$ cat config.mk
export PLATFORM = sky130hd
export DESIGN_NAME = instr_mem_loader
export DESIGN_NICKNAME = d
export VERILOG_FILES = /design/src/rtl/instr_mem_loader.sv
export SDC_FILE = /design/constraint.sdc
export NUM_CORES = 1
export LEC_CHECK = 0
export CAP_MARGIN = 20
export CORE_MARGIN = 2
export CORE_UTILIZATION = 38
export CTS_BUF_LIST = sky130_fd_sc_hd__clkbuf_8
export DETAILED_ROUTE_END_ITERATION = 8
export GPL_ROUTABILITY_DRIVEN = 0
export PLACE_DENSITY = 0.69
export SLEW_MARGIN = 40
export SYNTH_ARGS = -nofsm -noshare
export SYNTH_HDL_FRONTEND = slang
export SYNTH_SLANG_ARGS = --single-unit
export TNS_END_PERCENT = 30
$ cat constraint.sdc
create_clock -name i_clock -period 3.4 [get_ports i_clock]
set_input_delay 0.68 -clock i_clock [delete_from_list [all_inputs] [get_ports i_clock]]
set_output_delay 0.68 -clock i_clock [all_outputs]
set_load 0.01 [all_outputs]
$ cat src/rtl/instr_mem_loader.sv
// Debug-UART byte-stream controller: loads 32-bit words into instruction memory
// (LOAD) and gates the pipeline enable while counting cycles (RUN / STEP).
module instr_mem_loader #(
    parameter int                NB_INSTR  = 32,
    parameter int                NB_BYTE   = 8,
    parameter int                NB_ADDR   = 16,
    parameter int                N_ADDR    = 2048,
    parameter int                NB_CYC    = 32,
    parameter logic [NB_INSTR-1:0] HALT_WORD = 32'hFFFFFFFF
) (
    input  logic                i_clock,
    input  logic                i_reset,
    input  logic [NB_BYTE-1:0]  i_rx_data,
    input  logic                i_rx_valid,
    input  logic                i_cpu_halt,
    output logic [NB_ADDR-1:0]  o_instrmem_addr,
    output logic [NB_INSTR-1:0] o_instrmem_data,
    output logic [3:0]          o_instrmem_we,
    output logic                o_instrmem_re,
    output logic                o_cpu_valid,
    output logic [NB_CYC-1:0]   o_cycle_count,
    output logic [NB_ADDR-1:0]  o_word_count,
    output logic                o_busy,
    output logic                o_done,
    output logic                o_error
);

    typedef enum logic [1:0] {ST_IDLE, ST_LOAD, ST_RUN, ST_STEP} state_t;

    localparam int NB_SHIFT = NB_INSTR - NB_BYTE;

    localparam logic [NB_BYTE-1:0] CMD_LOAD  = NB_BYTE'(8'h4C);
    localparam logic [NB_BYTE-1:0] CMD_RUN   = NB_BYTE'(8'h52);
    localparam logic [NB_BYTE-1:0] CMD_STEP  = NB_BYTE'(8'h53);
    localparam logic [NB_BYTE-1:0] CMD_ABORT = NB_BYTE'(8'h58);
    localparam logic [NB_ADDR-1:0] LAST_ADDR = NB_ADDR'(N_ADDR - 1);

    state_t                state_q, state_d;
    logic [1:0]            byte_idx_q, byte_idx_d;
    logic [NB_SHIFT-1:0]   shift_q, shift_d;
    logic [NB_INSTR-1:0]   data_q, data_d;
    logic                  we_q, we_d;
    logic [NB_ADDR-1:0]    addr_q, addr_d;
    logic [NB_ADDR-1:0]    word_count_q, word_count_d;
    logic [NB_CYC-1:0]     cycle_q, cycle_d;
    logic                  valid_q, valid_d;
    logic                  done_q, done_d;
    logic                  error_q, error_d;
    logic                  write_last;

    // NOTE: reset is synchronous, so it sits inside the clocked branch; all state uses <=.
    always_ff @(posedge i_clock) begin
        if (i_reset) begin
            state_q      <= ST_IDLE;
            byte_idx_q   <= '0;
            shift_q      <= '0;
            data_q       <= '0;
            we_q         <= 1'b0;
            addr_q       <= '0;
            word_count_q <= '0;
            cycle_q      <= '0;
            valid_q      <= 1'b0;
            done_q       <= 1'b0;
            error_q      <= 1'b0;
        end else begin
            state_q      <= state_d;
            byte_idx_q   <= byte_idx_d;
            shift_q      <= shift_d;
            data_q       <= data_d;
            we_q         <= we_d;
            addr_q       <= addr_d;
            word_count_q <= word_count_d;
            cycle_q      <= cycle_d;
            valid_q      <= valid_d;
            done_q       <= done_d;
            error_q      <= error_d;
        end
    end

    // The word being written this cycle ends the load (halt word or last address).
    assign write_last = we_q && ((data_q == HALT_WORD) || (addr_q == LAST_ADDR));

    always_comb begin
        // NOTE: every next-state signal gets a default here so no path infers a latch.
        state_d      = state_q;
        byte_idx_d   = byte_idx_q;
        shift_d      = shift_q;
        data_d       = data_q;
        we_d         = 1'b0;
        addr_d       = addr_q;
        word_count_d = word_count_q;
        cycle_d      = cycle_q;
        valid_d      = valid_q;
        done_d       = 1'b0;
        error_d      = error_q;

        if (valid_q && (cycle_q != '1)) begin
            cycle_d = cycle_q + NB_CYC'(1);
        end

        case (state_q)
            ST_IDLE: begin
                valid_d = 1'b0;
                if (i_rx_valid) begin
                    error_d = 1'b0;
                    case (i_rx_data)
                        CMD_LOAD: begin
                            state_d      = ST_LOAD;
                            addr_d       = '0;
                            word_count_d = '0;
                            byte_idx_d   = '0;
                        end
                        CMD_RUN: begin
                            state_d = ST_RUN;
                            cycle_d = '0;
                        end
                        CMD_STEP: begin
                            state_d = ST_STEP;
                            cycle_d = '0;
                        end
                        default: error_d = 1'b1;
                    endcase
                end
            end

            ST_LOAD: begin
                if (we_q) begin
                    addr_d       = (addr_q == LAST_ADDR) ? addr_q : addr_q + NB_ADDR'(1);
                    word_count_d = word_count_q + NB_ADDR'(1);
                    if (write_last) begin
                        state_d = ST_IDLE;
                        done_d  = 1'b1;
                        if (data_q != HALT_WORD) begin
                            error_d = 1'b1;
                        end
                    end
                end
                // Byte collection overlaps the write cycle unless this write ends the load.
                if (i_rx_valid && !write_last) begin
                    if (byte_idx_q == 2'd3) begin
                        data_d     = {shift_q, i_rx_data};
                        we_d       = 1'b1;
                        byte_idx_d = '0;
                    end else begin
                        shift_d    = {shift_q[NB_SHIFT-NB_BYTE-1:0], i_rx_data};
                        byte_idx_d = byte_idx_q + 2'd1;
                    end
                end
            end

            ST_RUN: begin
                if (i_cpu_halt || (i_rx_valid && (i_rx_data == CMD_ABORT))) begin
                    state_d = ST_IDLE;
                    valid_d = 1'b0;
                    done_d  = 1'b1;
                end else begin
                    valid_d = 1'b1;
                end
            end

            ST_STEP: begin
                if (valid_q || i_cpu_halt) begin
                    state_d = ST_IDLE;
                    valid_d = 1'b0;
                    done_d  = 1'b1;
                end else begin
                    valid_d = 1'b1;
                end
            end

            default: begin
                state_d = ST_IDLE;
                valid_d = 1'b0;
            end
        endcase
    end

    assign o_instrmem_addr = addr_q;
    assign o_instrmem_data = data_q;
    assign o_instrmem_we   = {4{we_q}};
    assign o_instrmem_re   = 1'b0;
    assign o_cpu_valid     = valid_q;
    assign o_cycle_count   = cycle_q;
    assign o_word_count    = word_count_q;
    assign o_busy          = (state_q != ST_IDLE);
    assign o_done          = done_q;
    assign o_error         = error_q;

endmodule

==> flow_summary_export.csv, run 1 <==
group,metric,value,unit
global_route,grt_use_total,17.9,%
cts,cts_root_buf,"clkbuf_8",
finish,drive_above_1_share,7.20,%
synthesis,synth_top_area_share,45.9,%
synthesis,syn-num-nets,625,
synthesis,netlist_area,5580,µm²
routing,postRouteAntennaNets,0,
cts,clkLatencyLatePin,0.44,ns
timing,tightest_slew,0.817,ns
cts,cts.sinks,128,
power,leakagePower,2.95,nW
critical_path,crit_end,"o_instrmem_addr[2]",
timing,maxSlewViolCount,0,
routing,drt_iter0_drc,339,
timing,fin_skew,0.0128,ns
place,pre_cts_ws,0.156,ns
timing,max_freq,0.355,GHz
die,ios,117,
finish,n_antenna_cell,0,
critical_path,critical_path_class,"input pin to register",
global_route,grt_max_degree,70,
critical_path,startpoint,"i_rx_data[6]",
synthesis,synthCells,609,
place,dp_hpwl,9850,µm
critical_path,required,3.77,ns
cts,cts_max_path_buffers,2,
synthesis,ys.flop_type,"dfxtp_1",
power,power_density,413,nW/µm²
timing,tns,0,ns
synthesis,syn_area_per_cell,9.17,µm²
synthesis,synth-edff-count,0,
synthesis,netlist_top_cells_area,"dfxtp_1 (46%), mux2i_1 (10%), nor2_1 (8.9%)",
die,dieHeight,125,µm
cts,cts_hold_buf,0,
die,row_count,44,
synthesis,async_flop_share,0,%
cts,post-cts-setup-buffers,0,
global_route,antenna_found_initial,0,
cts,htreeDepth,4,
finish,fill_cells,1344,
timing,rsz0062_at_grt,"no",
routing,post-route-drc-count,0,
synthesis,ys_warn_count,0,
synthesis,ys_seq_elements,128,
cts,cts_tree,"built",
routing,wl,13800,µm
critical_path,r2r_slack,0.66,ns
run_status,status,"finished, final reports clean",
cts,post_cts_resized,0,
critical_path,crit_fanout,4,
critical_path,r2r-start,"o_instrmem_addr[12]",
critical_path,rr_endpoint,"shift_q[13]",
timing,fin_crit_sh,82.8,%
synthesis,ys_seq_area_share,45.9,%
finish,area_growth,30.7,%
routing,wl_per_cell,15.0,µm
finish,final_net_count,739,
hold_path,whs_path_depth,2,
run,cap_violations,0,
critical_path,worst_setup_path_end_kind,"register",
power,peakVddDrop,0.193,mV
routing,avgViaCountPerCell,5.14,
critical_path,r2r_cells,7,
die,core,14400,µm²
global_route,grt-ovfl-total,0,
timing,setup_ws,0.585,ns
die,die_area,15700,µm²
critical_path,start_kind,"input pin",
die,die_w,125,µm
routing,dr.pass1.iters,4,
place,io_buffer_count,115,
hold_path,hold_path_class,"register to register",
global_route,first_global_vias,4464,
cts,cts_buffers,17,
place,post_dp_cell_area,6860,µm²
cts,clk_pin_slew,0.08,ns
synthesis,yosysUniqueCellTypes,53,
synthesis,yosys.area.top_type,"dfxtp_1",
global_route,grt_pass1_wl,22800,µm
timing,setup_viol,0,
timing,slew_headroom,45.4,%
routing,vias,4731,
die,start_util,38.7,%
critical_path,crit_arrival,3.19,ns
timing,hold_violations,0,
finish,design_area,7300,µm²
timing,min_period,2.81,ns
## per-stage QoR
stage	total power, W	std cells	utilization, %	hold WS [ns]
after CTS	0.00305	920	50.6	0.494
final	0.00301	920	50.6	0.486
after global placement	0.00160	888	47.5	0.457
after detailed placement	0.00160	888	47.5	0.483
after floorplan	0.00157	609	-	0.444
after global routing	0.00312	920	50.6	0.522
## layout by cell type, fill, tap and decap left out, drive strengths merged, types with 5 or more instances in the layout
cell           count
nor2             132
dfxtp            128
clkdlybuf4s50    114
mux2i             58
xor2              34
nand2             33
nand4             25
nand3             22
a21oi             17
clkbuf            17
xnor2             15
and3              13
inv               13
buf               11
o21ai              9
or3                8
nor3               8
nor3b              6
a31oi              6
nand2b             5
and4               5
or2                5
## power breakdown
group / total (W) / leakage (nW) / internal [W] / switching, W
clock: 0.00145 / 0.213 / 0.000806 / 0.000643
combinational: 0.0000644 / 1.70 / 0.0000229 / 0.0000415
sequential: 0.00150 / 1.03 / 0.00150 / 0.00000165
## cell families (layout without fill, tap and decap cells)
| kind of cell | count (synthesis) | count (layout) | share of synthesized area, % |
|---|---|---|---|
| AO/OA/AOI/OAI | 49 | 49 | 6.43 |
| flip-flops | 128 | 128 | 45.9 |
| adder cells (fa/ha/maj) | 4 | 4 | 0.897 |
| other | 1 | 1 | 0.0672 |
| multiplexers | 59 | 59 | 10.6 |
| AND/OR/NAND/NOR | 280 | 280 | 24.4 |
| buffers and inverters | 39 | 166 | 3.97 |
| XOR/XNOR | 49 | 49 | 7.69 |
## per-layer routing
metal,GRT usage (%),share of wire [%],up-vias,wire length [µm]
met1,23.0,46,2267,6410
met2,29.2,48,109,6650
met5,0,0,-,0
met4,5.10,0.95,0,131
li1,-,-,2345,-
met3,5.35,4.4,10,609
## flip-flops by register name, indices dropped and copies added (netlist names)
name             cells
o_error              1
shift_q             24
state_q              2
o_word_count        16
o_instrmem_addr     16
o_done               1
o_instrmem_data     32
o_cpu_valid          1
byte_idx_q           2
we_q                 1
o_cycle_count       32
## cell usage after synthesis, types with 6 or more instances
cell	n
dfxtp_1	128
nor2_1	132
clkbuf_1	18
mux2i_1	58
a31oi_1	6
o21ai_0	6
nand3_1	22
or3_1	8
a21oi_1	17
nor3_1	8
inv_1	9
xnor2_1	15
nor3b_1	6
xor2_1	34
nand4_1	25
nand2_1	33
and3_1	13
## layout make-up
class                           instances  area, µm²  area share (%)
Clock buffer                           17        234            3.21
Clock inverter                         15        205            2.81
Inverter                                9       33.8           0.463
Multi-Input combinational cell        442       2800            38.3
Sequential cell                       128       2560            35.1
Tap cell                              184        230            3.16
Timing Repair Buffer                  125       1230            16.9
## how the worst min path moves through the flow
stage / from / end / slack (ns)
6_report: byte_idx_q[0] / byte_idx_q[0] / 0.49
5_1_grt: byte_idx_q[0] / byte_idx_q[0] / 0.52
4_1_cts: byte_idx_q[0] / byte_idx_q[0] / 0.49
3_5_place_dp: byte_idx_q[0] / byte_idx_q[0] / 0.48
3_3_place_gp: byte_idx_q[0] / byte_idx_q[0] / 0.46
2_1_floorplan: byte_idx_q[0] / byte_idx_q[0] / 0.44
## critical path: stages
cell             delay, ns
clkdlybuf4s50_1       0.51
or3b_1                0.44
or4b_1                0.61
a21boi_1              0.18
or2_1                 0.25
or3b_1                0.38
a21oi_1               0.14
Power figures use the tool's default switching activity.
==> inputs of run 2 (changes only) <==
Settings changed: PLACE_DENSITY 0.69 to 0.72.
Clock period 3.4 ns to 2.3 ns, I/O delays scaled along.
==> flow_summary_export.csv, run 2 (synthesized netlist as in run 1, its figures left out) <==
group,metric,value,unit
run_status,status,"complete, but fails checks",
run_status,violations,"negative setup slack",
critical_path,start_kind,"register",
cts,cts_tree,"built",
cts,cts_max_path_buffers,2,
routing,post-route-drc-count,0,
global_route,gr-usage-met1,22.1,%
timing,maxSlewViolCount,0,
cts,clkLatencyLatePin,0.43,ns
critical_path,crit_fanout,9,
finish,final_cells,967,
global_route,antenna_found_initial,0,
cts,cts_root_buf,"clkbuf_8",
finish,final_common_cell,"nor2_1",
timing,fin_skew,0.00642,ns
critical_path,required,2.62,ns
power,netSwitchingFraction,21.1,%
global_route,grt_pass1_wl,23500,µm
timing,setup_ws,-0.134,ns
timing,whs,0.374,ns
finish,drive_above_1_share,14.4,%
finish,n_antenna_cell,0,
finish,final_net_count,786,
routing,wl_per_cell,14.7,µm
routing,postRouteAntennaNets,0,
power,switching_power,0.000967,W
cts,cts.sinks,128,
finish,final_cell_mix,"nor2_1 (132), dfxtp_1 (123), clkdlybuf4s50_1 (108)",
timing,min_period,2.43,ns
place,io_buffer_count,115,
routing,avgViaCountPerCell,5.09,
routing,dr.pass1.iters,4,
global_route,grt_max_degree,33,
die,die_area,15700,µm²
global_route,met2_usage,31.1,%
cts,cts_buffers,17,
power,pwr-share-seq,48.3,%
global_route,first_global_vias,4858,
place,dp_hpwl,10300,µm
cts,htreeDepth,4,
routing,drt_iter0_drc,278,
finish,area_growth,40.6,%
routing,vias,4919,
critical_path,worst_setup_path_end_kind,"register",
finish,fill_cells,1293,
timing,fin_crit_sh,106,%
timing,rsz0062_at_grt,"yes",
critical_path,r2r_cells,8,
power,intPower,0.00363,W
die,row_count,44,
global_route,grt-ovfl-total,0,
timing,setup_viol,57,
power,p_total,0.00459,W
timing,hold_violations,0,
die,dieHeight,125,µm
power,leakagePower,3.32,nW
power,peakVddDrop,0.379,mV
global_route,grt_use_total,18.1,%
timing,max_freq,0.411,GHz
hold_path,hold_path_class,"input pin to register",
run,cap_violations,0,
critical_path,crit_arrival,2.75,ns
die,ios,117,
power,p_comb_share,2.7,%
cts,clk_pin_slew,0.07,ns
place,placedCellCount,930,
die,die_w,125,µm
timing,tightest_slew,0.665,ns
critical_path,critical_path_class,"register to register",
hold_path,whs_path_depth,2,
critical_path,r2r_slack,-0.13,ns
routing,wl,14200,µm
timing,slew_headroom,55.4,%
power,clock_power_share,49.0,%
global_route,grt_busiest_layer,"met2",
power,power_density,585,nW/µm²
die,core,14400,µm²
global_route,met3_usage,5.09,%
die,start_util,38.7,%
run 2: changes by cell type in the layout (fill, tap and decap cells not counted), sizes merged:
cell	previous run	this run
inv	13	10
clkinv	4	7
dlymetal6s2s	0	6
clkbuf	17	21
bufinv	4	5
buf	11	56
clkdlybuf4s50	114	108
clkinvlp	3	0
run 2: metrics by stage:
step                      util (%)  TNS [ns]  area, µm²  worst slack [ns]
after global placement        50.2     -9.63       7240            -0.605
final                         54.4     -3.28       7850            -0.134
after global routing          54.4     -6.88       7850            -0.175
after detailed placement      50.2    -11.41       7240            -0.638
after CTS                     53.7     -2.71       7740           -0.0872
after floorplan                  -     -3.86       5590           -0.0869
run 2: final cells by class:
cell class	count	area [µm²]	area share (%)
Inverter	9	33.8	0.430
Clock buffer	19	262	3.33
Clock inverter	13	209	2.66
Sequential cell	128	2570	32.7
Multi-Input combinational cell	442	2830	36.1
Tap cell	184	230	2.93
Timing Repair Buffer	172	1710	21.8
run 2: power by group through the flow:
stage / logic (W) / registers [W] / clock network [W]
5_1_grt: 0.000136 / 0.00222 / 0.00239
4_1_cts: 0.000126 / 0.00222 / 0.00230
3_3_place_gp: 0.000120 / 0.00227 / 0
2_1_floorplan: 0.0000523 / 0.00227 / 0
3_5_place_dp: 0.000123 / 0.00227 / 0
6_report: 0.000126 / 0.00222 / 0.00225
run 2: metal layers:
layer  vias to the layer above  wire length [µm]
met5                         -                 0
met4                         0               196
met3                        18               617
met2                       109              7230
met1                      2352              6190
li1                       2440                 -
run 2: path summary, 6_finish.rpt:
kind,start,end
worst max-delay path,o_instrmem_addr[12],shift_q[20]
worst min-delay path,i_reset,o_instrmem_addr[1]
worst max register to register,o_instrmem_addr[12],shift_q[20]
worst min register to register,byte_idx_q[0],byte_idx_q[0]
run 2: what timing repair did:
| item | in CTS | in global routing |
|---|---|---|
| setup buffers | 0 | 3 |
| cloned | 0 | 2 |
| resized for setup | 6 | 9 |
| pin swaps | 3 | 8 |
| endpoints found under the setup margin | 59 | 61 |
| endpoints found under the hold margin | 0 | 0 |
| hold buffers | 0 | 0 |
run 2: worst max-delay path: stages (launching register included):
cell and delay (ns):
dfxtp_2 0.32, or4_4 0.54, or4_4 0.44, a21boi_4 0.18, o2111ai_4 0.25, buf_12 0.16, clkbuf_16 0.16, mux2i_1 0.19
nor2_1 0.06
==> inputs of run 3 (changes only) <==
Settings changed: ABC_AREA set to 1, CORE_UTILIZATION 38 to 50, PLACE_DENSITY 0.72 to 0.86.
==> flow_summary_export.csv, run 3 <==
group,metric,value,unit
routing,avgViaCountPerCell,5.00,
power,clock_power_share,46.3,%
power,intPower,0.00337,W
cts,htreeDepth,4,
synthesis,syn_area_per_cell,6.39,µm²
finish,n_antenna_cell,0,
timing,fin_crit_sh,91.9,%
synthesis,synthCells,1056,
place,dp_hpwl,12400,µm
place,io_buffer_count,115,
cts,clkLatencyLatePin,0.45,ns
synthesis,ys_seq_area_share,38.0,%
routing,wl_per_cell,12.6,µm
synthesis,yosys.area.top_type,"dfxtp_1",
routing,postRouteAntennaNets,0,
global_route,grt_max_degree,62,
die,row_count,42,
timing,hold_violations,0,
timing,maxSlewViolCount,0,
finish,fill_cells,1150,
timing,min_period,2.11,ns
critical_path,worst_setup_path_end_kind,"register",
critical_path,cpPeakStageDelay,0.39,ns
cts,cts.sinks,128,
global_route,grt-ovfl-total,0,
critical_path,crit_chain,"ha_1, nand2_1, nor2_2, and2_1, nand2_1, nand2_1, nand2_2, nand4_2, buf_12, nand2_1, nand2_1, nor2_1",
critical_path,slowest_stage,"dfxtp_1",
finish,drive_above_1_share,7.89,%
timing,fin_skew,0.0117,ns
cts,cts_max_path_buffers,2,
synthesis,yosysUniqueCellTypes,38,
power,switching_power,0.00102,W
synthesis,ys_seq_elements,128,
cts,cts_tree,"built",
timing,tightest_slew,0.563,ns
timing,max_freq,0.473,GHz
synthesis,synth-edff-count,0,
timing,rsz0062_at_grt,"no",
critical_path,required,2.64,ns
routing,dr.pass1.iters,5,
power,power_density,513,nW/µm²
routing,vias,6840,
cts,cts_buffers,17,
die,ios,117,
run_status,status,"finished, final reports clean",
cts,cts_hold_buf,0,
finish,area_growth,26.7,%
hold_path,hold_path_class,"register to register",
timing,whs,0.453,ns
power,p_total,0.00439,W
die,die_w,120,µm
die,dieHeight,120,µm
timing,setup_ws,0.186,ns
finish,final_net_count,1195,
synthesis,netlist_top_cells_area,"dfxtp_1 (38%), nand2_1 (19%), nor2_1 (12%)",
critical_path,critPathMostFrequentCell,"nand2_1",
synthesis,syn-num-nets,1072,
global_route,grt_use_total,24.4,%
cts,cts_root_buf,"clkbuf_8",
power,peakVddDrop,0.452,mV
synthesis,async_flop_share,0,%
timing,setup_viol,0,
power,netSwitchingFraction,23.2,%
routing,drt_iter0_drc,535,
synthesis,synth.most_common_cell,"nand2_1",
global_route,first_global_vias,6237,
finish,final_common_cell,"nand2_1",
cts,clk_pin_slew,0.08,ns
power,pwr-share-seq,50.6,%
finish,final_cells,1368,
critical_path,critical_path_class,"register to register",
power,leakagePower,3.64,nW
synthesis,synth_top_area_share,38.0,%
cts,post-cts-setup-buffers,0,
routing,post-route-drc-count,0,
critical_path,crit_arrival,2.45,ns
synthesis,ys_top_cells_by_count,"nand2_1 (333), nor2_1 (211), dfxtp_1 (128)",
run,cap_violations,0,
die,start_util,51.1,%
finish,final_cell_mix,"nand2_1 (333), nor2_1 (211), dfxtp_1 (128)",
routing,wl,17200,µm
synthesis,ys_warn_count,0,
global_route,grt_pass1_wl,28600,µm
die,die_area,14400,µm²
place,pre_cts_ws,-0.0216,ns
global_route,antenna_found_initial,0,
critical_path,start_kind,"register",
place,placedCellCount,1336,
die,core,13200,µm²
cts,post_cts_resized,0,
synthesis,ys.flop_type,"dfxtp_1",
timing,slew_headroom,62.2,%
synthesis,netlist_area,6750,µm²
critical_path,crit_fanout,31,
power,p_comb_share,3.1,%
==> run 3: worst paths after layout <==
check                startpoint                  end  slack (ns)  cells past startpoint
max          o_instrmem_addr[1]  o_instrmem_data[18]        0.19                     12
max reg2reg  o_instrmem_addr[1]  o_instrmem_data[18]        0.19                     12
min reg2reg             o_error              o_error        0.45                      2
min                     o_error              o_error        0.45                      2
==> run 3: cell families (layout without fill, tap and decap cells) <==
family / Yosys count / after routing / share of synthesized area [%]
simple gates: 655 / 655 / 39.6
buf+inv: 152 / 288 / 10.3
flops: 128 / 128 / 38.0
compound gates: 84 / 84 / 7.12
xor+xnor: 32 / 32 / 4.15
fa+ha+maj: 4 / 4 / 0.742
other cells: 1 / 1 / 0.0556
==> run 3: worst max-delay path: cells and delay by family (launching register included) <==
family / cells / cell delay [ns]
adder cells (fa/ha/maj): 1 / 0.22
buffers and inverters: 1 / 0.19
flip-flops: 1 / 0.39
AND/OR/NAND/NOR: 10 / 1.19
==> run 3: metal layers <==
layer / share of wire (%) / routed length, µm / track usage (%)
met2: 48 / 8230 / 41.6
met5: 0 / 0 / 0
met1: 44 / 7560 / 29.7
met3: 5.7 / 983 / 4.99
met4: 2.6 / 456 / 10.7
==> run 3: through the flow <==
| stage | utilization [%] | area (µm²) | TNS [ns] |
|---|---|---|---|
| detailed placement | 61.7 | 8140 | -0.0264 |
| floorplan | - | 6750 | 0 |
| global placement | 61.7 | 8140 | 0 |
| global route | 64.8 | 8550 | 0 |
| finish | 64.8 | 8550 | 0 |
| CTS | 64.8 | 8550 | 0 |
==> run 3: layout make-up <==
type | count | area [µm²] | area share, %
inverters | 111 | 417 | 4.87
well taps | 176 | 220 | 2.58
multi-input cells | 776 | 3490 | 40.8
repair buffers | 145 | 1450 | 17.0
clock inverters | 14 | 163 | 1.90
clock buffers | 18 | 248 | 2.90
flip-flops and latches | 128 | 2560 | 30.0
==> run 3: power groups by stage <==
stage / Sequential, W / Combinational [W] / Clock, W
final: 0.00222 / 0.000136 / 0.00203
after floorplan: 0.00227 / 0.0000641 / 0
after CTS: 0.00222 / 0.000136 / 0.00205
after global routing: 0.00222 / 0.000148 / 0.00214
after global placement: 0.00227 / 0.000133 / 0
after detailed placement: 0.00227 / 0.000135 / 0
